--- src/rtl/triangle_dispatcher.sv ---
// Pops triangle records from the upstream FIFO and hands each one to a ready
// rasterizer unit in round-robin order; draw_next drains the units and swaps buffers.
module triangle_dispatcher #(
  parameter int NUM_UNITS = 2,
  parameter int TRI_W     = 480,
  parameter int CNT_W     = 16
) (
  input  logic                 clk,
  input  logic                 rst,
  input  logic [TRI_W-1:0]     tri_rddata,
  output logic                 tri_pull,
  input  logic                 tri_empty,
  output logic [TRI_W-1:0]     unit_data,
  output logic [NUM_UNITS-1:0] unit_valid,
  input  logic [NUM_UNITS-1:0] unit_ready,
  input  logic [NUM_UNITS-1:0] unit_busy,
  input  logic                 draw_next,
  output logic                 frame_done,
  output logic                 buffer_sel,
  output logic [CNT_W-1:0]     tri_count,
  output logic [2:0]           state_dbg
);

  localparam int PTR_W = (NUM_UNITS > 1) ? $clog2(NUM_UNITS) : 1;

  typedef enum logic [2:0] {
    S_FETCH = 3'd0,
    S_LOAD  = 3'd1,
    S_OFFER = 3'd2,
    S_FLUSH = 3'd3,
    S_SWAP  = 3'd4
  } state_t;

  state_t             state, state_next;
  logic [PTR_W-1:0]   rr_ptr, rr_next;
  logic [PTR_W-1:0]   grant_idx;
  logic               grant_found;
  logic               transfer;
  logic               flush_pending;

  assign state_dbg = state;

  // Round-robin scan starting at rr_ptr; the first ready unit wins.
  always_comb begin
    grant_found = 1'b0;
    grant_idx   = '0;
    for (int i = 0; i < NUM_UNITS; i++) begin
      int idx;
      idx = int'(rr_ptr) + i;
      if (idx >= NUM_UNITS) idx = idx - NUM_UNITS;
      if (!grant_found && unit_ready[PTR_W'(idx)]) begin
        grant_found = 1'b1;
        grant_idx   = PTR_W'(idx);
      end
    end
  end

  always_comb begin
    int n;
    n = int'(grant_idx) + 1;
    if (n >= NUM_UNITS) n = 0;
    rr_next = PTR_W'(n);
  end

  // Unit handshake: a triangle moves to unit k in any cycle where
  // unit_valid[k] and unit_ready[k] are both high. unit_valid is one-hot,
  // only raised toward a unit already showing ready, and unit_data is held
  // stable from LOAD until that transfer.
  always_comb begin
    unit_valid = '0;
    if (state == S_OFFER && grant_found) unit_valid[grant_idx] = 1'b1;
  end

  assign transfer = (state == S_OFFER) && grant_found;

  always_comb begin
    state_next = state;
    tri_pull   = 1'b0;
    frame_done = 1'b0;
    case (state)
      S_FETCH: begin
        // A draw_next arriving while idle in FETCH is honoured at once.
        if (flush_pending || draw_next) begin
          state_next = S_FLUSH;
        end else if (!tri_empty) begin
          tri_pull   = 1'b1;
          state_next = S_LOAD;
        end
      end
      S_LOAD:  state_next = S_OFFER;
      S_OFFER: if (transfer) state_next = S_FETCH;
      S_FLUSH: if (unit_busy == '0) state_next = S_SWAP;
      S_SWAP: begin
        frame_done = 1'b1;
        state_next = S_FETCH;
      end
      default: state_next = S_FETCH;
    endcase
  end

  always_ff @(posedge clk) begin
    if (rst) state <= S_FETCH;
    else     state <= state_next;
  end

  always_ff @(posedge clk) begin
    if (rst) begin
      unit_data     <= '0;
      rr_ptr        <= '0;
      tri_count     <= '0;
      buffer_sel    <= 1'b0;
      flush_pending <= 1'b0;
    end else begin
      if (state == S_LOAD) unit_data <= tri_rddata;
      if (transfer) begin
        rr_ptr <= rr_next;
        if (tri_count != '1) tri_count <= tri_count + CNT_W'(1);
      end
      if (state == S_SWAP) begin
        buffer_sel <= ~buffer_sel;
        tri_count  <= '0;
      end
      // A new request in the SWAP cycle must survive the clear.
      if (draw_next)             flush_pending <= 1'b1;
      else if (state == S_SWAP)  flush_pending <= 1'b0;
    end
  end

endmodule

--- config.mk ---
export PLATFORM = sky130hd
export DESIGN_NAME = triangle_dispatcher
export DESIGN_NICKNAME = d
export VERILOG_FILES = /design/src/rtl/triangle_dispatcher.sv
export SDC_FILE = /design/constraint.sdc
export NUM_CORES = 1
export LEC_CHECK = 0
export BUFFER_PORTS_ARGS = -buffer_cell sky130_fd_sc_hd__buf_2
export CAP_MARGIN = 20
export CORE_AREA = 2 2 388 390
export DETAILED_ROUTE_END_ITERATION = 12
export DIE_AREA = 0 0 390 392
export GPL_ROUTABILITY_DRIVEN = 0
export SKIP_CTS_REPAIR_TIMING = 1
export SYNTH_ARGS = -nofsm -noshare
export SYNTH_HDL_FRONTEND = slang
export SYNTH_SLANG_ARGS = --single-unit
--- constraint.sdc ---
create_clock -name clk -period 2.4 [get_ports clk]
set_input_delay 0 -clock clk [delete_from_list [all_inputs] [get_ports clk]]
set_output_delay 0 -clock clk [all_outputs]
set_load 0.1 [all_outputs]
Word-level counts from Yosys, hierarchy flattened
Index checks and enable logic that the tools add are counted.
- flip-flop bits (word level): 502
- input bits: 488
- output and inout port bits: 504
- word-level logic and storage cells: 63
- add/subtract/negate cells: 5
- order comparisons: 7
- equal/unequal tests: 8
- multiplexer cells: 25
- bitwise gates (word level): 1
- reductions and logical operators: 11
- operator list (operator ; number):
    1-bit 2-to-1 mux ; 18
    16-bit by 1-bit adder with 16-bit output (second input constant) ; 1
    16-bit != test (second input constant) ; 1
    3-bit 2-to-1 mux ; 4
    3-bit case mux with 4 select lines ; 1
    3-bit by 2-bit == test with 1-bit output (second input constant) ; 2
    1-bit by 3-bit < comparator with 1-bit output (second input constant) ; 2
    1-bit by 1-bit adder with 2-bit output (second input constant) ; 2
    2-bit >= comparator (second input constant) ; 2
    2-bit != test (second input constant) ; 2
    3-bit by 1-bit == test with 1-bit output (second input constant) ; 1
    3-bit == test (second input constant) ; 1
    1-bit logical AND ; 3
    3-bit zero test ; 1
    3-bit != test (second input constant) ; 1
    3-bit AND reduction ; 1
    1-bit by 2-bit >= comparator with 1-bit output (second input constant) ; 1
    2-bit zero test ; 1
    1-bit by 2-bit < comparator with 1-bit output (second input constant) ; 1
    2-bit 2-to-1 mux ; 1
    2-bit AND reduction ; 1
    2-bit nonzero test ; 1
    2-bit OR reduction ; 1
    1-bit subtractor (second input constant) ; 2
    5 further kinds ; 5

Logic depth before layout (Yosys ltp)
- depth after elaboration: 14
- depth in mapped cells: 8
- depth with buffers taken out: 5

Worst setup path before layout
No wires, ideal clock.
- path kind: register -> register
- from: register state[2], in the netlist state_dbg[2]
- to: register tri_count[13]
- library setup time: 126 ps
- arrival time: 4380 ps
- required time: 2274 ps
- slack: -2105 ps
- cell stages (with the launch flop): 6
- buffers on the path: 2
- clock period less this slack: 4505 ps
- cell sequence: dfxtp_1 -> nor3b_1 -> or2_2 -> clkbuf_1 -> buf_4 -> a21oi_1
- cells in the longest elaborated chain, start to end: 3
- elaborated cells on any way between the ends: 5
- those cells by class: eq/ne: 2; reduce/logical: 3
- ends and longest elaborated chain (element ; line ; source):
    start, declared ; 34 ; state_t state, state_next;
    start signal, assigned ; 103 ; else state <= state_next;
    3-bit by 2-bit == test with 1-bit output ; 74 ; assign transfer = (state == S_OFFER) && grant_found;
    1-bit logical AND ; 74 ;
    2-bit AND reduction (no line) ; - ;
    end signal, assigned ; 117 ; if (tri_count != '1) tri_count <= tri_count + CNT_W'(1);
    end, declared ; 20 ; output logic [CNT_W-1:0] tri_count,
Parallel ways exist; a longest one is shown, timed or not.
A chain may end at the register's enable or synchronous reset.

Final worst setup path
- from: register state[2], in the netlist state_dbg[2]
- to: register unit_data[334]
- cells in the longest elaborated chain, start to end: 1
- ends and longest elaborated chain (element ; line ; source):
    3-bit by 1-bit == test with 1-bit output ; 114 ; if (state == S_LOAD) unit_data <= tri_rddata;
    end signal, assigned ; 114 ;
    end, declared ; 13 ; output logic [TRI_W-1:0] unit_data,
Every way passes these cells.

==> results.py <==
metrics = {
    "die": {
        "die_h_um": 392,
        "die_w_um": 390,
        "rows": 142,
        "io_pins": 992,
        "coreArea_um2": 148900,
        "initial_utilization_pct": 11.71,
        "dieArea_um2": 152900,
    },
    "grt": {
        "grt_pass1_vias": 17920,
        "gr-total-overflow": 0,
        "grt_max_degree": 159,
        "grt.total_usage_pct": 14.55,
        "grt_pass1_wl_um": 152000,
        "antenna_found_initial": 139,
    },
    "placed_design": {
        "dp_hpwl_um": 97230,
        "place_inst": 5024,
        "io_buffer_count": 990,
    },
    "synthesis": {
        "synth_area_per_cell_um2": 7.873,
        "ys_seq_elements": 502,
        "synthesis.area_um2": 17440,
        "synthTopCellsByArea": "dfxtp_1 58%, nand2_1 21%, a21oi_1 14%, clkbuf_1 2.2%, buf_2 1.6%",
        "synth_xor_area_share_pct": 0.1507,
        "yosys.area.top_type": "dfxtp_1",
        "seq_area_frac_synth_pct": 57.63,
        "synth_top_cell_area_share_pct": 57.63,
        "ys.flop_type": "dfxtp_1",
        "synthArstFlopShare_pct": 0,
        "syn_nets": 2704,
        "yosys.area_share.simple_pct": 22.93,
        "synth-adder-area-share_pct": 0.07175,
        "synth_top_family_by_area": "simple AND/OR/NAND/NOR gates",
        "synth_edf_count": 0,
        "synth_cell_types": 43,
        "syn_inst": 2215,
        "synth_compound_area_share_pct": 14.97,
        "yosys-mux-area-fraction_pct": 0.1148,
        "yosysWarnings": 0,
    },
    "detailed_routing": {
        "ant_nets": 0,
        "drt_iter0_markers": 1291,
        "drt-vias-per-instance": 3.805,
        "met1_length_um": 50860,
        "drc": 0,
        "vias": 21750,
        "first_pass_iters": 6,
        "wl_per_cell_um": 21.35,
        "route.met2.wl_um": 52970,
        "highest_layer": "met5",
        "drt-total-wl_um": 122000,
        "met3_length_um": 12630,
    },
    "timing": {
        "worst_hold_slack_ns": 0.1408,
        "tightest_slew_ns": 0.9262,
        "setup_tns_ns": 0,
        "slew_headroom_pct": 38.26,
        "slew_viol_final": 0,
        "period_share_pct": 96.50,
        "timing.fmax_ghz": 0.4318,
        "fin_crit_ns": 2.316,
        "finalHoldViolCount": 0,
        "setup_viol": 0,
        "finClkSkew_ns": 0.02713,
    },
    "pwr": {
        "total_power_w": 0.03180,
        "ir_drop_v": 0.0006231,
        "cellLeakagePower_nw": 13.88,
        "power_per_cell_area_nw_per_um2": 990.5,
    },
    "cells_and_area": {
        "layout.cells.most_common": "buf_2",
        "nets": 4135,
        "fin_cells": 5715,
        "final_cell_mix": "988 x buf_2, 969 x nand2_1, 497 x dfxtp_1, 497 x dlygate4sd3_1, 493 x a21oi_1",
        "synthToLayoutAreaGrowth_pct": 84.14,
        "nFillCells": 16520,
        "drive_above_1_share_pct": 31.13,
    },
    "worst_setup_path": {
        "worstSetupPathType": "flop to flop",
        "path_max_fanout": 23,
        "r2r_end": "unit_data[334]$_SDFFE_PP0N_",
        "rr_startpoint": "state_dbg[2]$_SDFFE_PP0P_",
        "start_kind": "flop",
        "crit_arrival_ns": 2.85,
        "r2r.worst_path.cells": 8,
        "worstPathRequired_ns": 2.93,
        "endpoint_kind": "flop",
        "r2r_setup_slack_ns": 0.08,
    },
    "clock_tree": {
        "cts_made_buffers": 67,
        "cts_max_level": 3,
        "ctsRootBufferMaster": "clkbuf_16",
        "path_clk_slew_ns": 0.06,
        "cts_tree": "built",
        "clock_path_buffers": 3,
        "clk_latency_ns": 0.65,
        "cts_num_sinks": 502,
    },
    "min_path": {
        "hold_depth": 4,
        "holdCritStartpoint": "tri_rddata[385]",
        "hp-class": "input pin to flop",
        "whs_endpoint": "unit_data[385]$_SDFFE_PP0N_",
    },
    "flow_run": {
        "max_cap_viol_count": 0,
    },
    "run_status": {
        "status": "complete, no violations",
    },
}
-- cell usage after synthesis (3+ instances only) --
cell type,count
buf_1,5
and3_1,3
a21oi_1,493
o21ai_0,6
or3_1,4
buf_4,3
dfxtp_1,502
clkbuf_1,102
inv_1,3
nor3_1,5
nor2_1,11
buf_2,57
or4_1,4
nand2_1,970
nand4_1,6
o31ai_1,4
-- worst max path at each step --
| stage | depth (start not counted) | endpoint | from | slack, ns |
|---|---|---|---|---|
| floorplan | 5 | tri_count[3]$_SDFFE_PP0P_ | tri_count[4]$_SDFFE_PP0P_ | 0.04 |
| global placement | 6 | unit_data[23]$_SDFFE_PP0N_ | state_dbg[2]$_SDFFE_PP0P_ | 0.44 |
| detailed placement | 6 | unit_data[100]$_SDFFE_PP0N_ | state_dbg[2]$_SDFFE_PP0P_ | 0.39 |
| CTS | 3 | unit_valid[0] | state_dbg[0]$_SDFFE_PP0P_ | 0.09 |
| global route | 8 | unit_data[334]$_SDFFE_PP0N_ | state_dbg[2]$_SDFFE_PP0P_ | -0.03 |
| finish | 8 | unit_data[334]$_SDFFE_PP0N_ | state_dbg[2]$_SDFFE_PP0P_ | 0.08 |
-- cell families (layout without fill, tap and decap cells) --
| family | count (synthesis) | count (layout) |
|---|---|---|
| and+or+nand+nor | 1024 | 1024 |
| adders and majority gates | 1 | 1 |
| xor gates and xnor gates | 3 | 3 |
| AOI/OAI and AO/OA | 513 | 513 |
| DFF | 502 | 502 |
| other | 0 | 77 |
| muxes | 2 | 2 |
| buffers and inverters | 170 | 1649 |
-- area by class of cell --
cell class / count / area [um^2] / share of cell area [%]
clock inverters: 24 / 302.8 / 0.9430
multi-input cells: 1543 / 6691 / 20.84
diodes: 77 / 192.7 / 0.6001
clock buffers: 93 / 1937 / 6.032
well taps: 1944 / 2432 / 7.575
repair buffers: 1529 / 10480 / 32.65
inverters: 3 / 11.26 / 0.03507
flip-flops and latches: 502 / 10060 / 31.33
-- power breakdown --
group | internal, W | switching [W] | total, W
Combinational | 0.00222 | 0.00951 | 0.0117
Clock | 0.00620 | 0.00422 | 0.0104
Sequential | 0.00921 | 0.000447 | 0.00966
Total | 0.0176 | 0.0142 | 0.0318
-- metal layers --
layer,vias up,global-route usage (%)
met5,-,0
met4,112,5.455
met3,329,9.572
met2,999,21.65
met1,10150,16.45
li1,10160,-
-- worst max-delay path: stages (launching register included) --
cell           delay (ns)
dfxtp_4              0.37
nor2_1               0.29
buf_4                0.19
nand2_4              0.15
buf_12               0.21
buf_4                0.22
nand2_1              0.10
a21oi_1              0.07
dlygate4sd3_1        0.59
-- state kept, by name, summed over array words and instances, names as in the netlist --
register,cells
flush_pending,1
unit_data,480
state_dbg,3
rr_ptr,1
tri_count,16
buffer_sel,1
-- stage by stage --
stage          utilization (%)  worst slack (ns)  cell area [um^2]
2_1_floorplan                -           0.04118             17460
3_3_place_gp             16.59            0.4381             24700
3_5_place_dp             16.59            0.3892             24700
4_1_cts                  18.10           0.09273             26940
5_1_grt                  21.52          -0.03328             32040
6_report                 21.57           0.08396             32110
No activity file was read; power rests on OpenSTA's default activity.
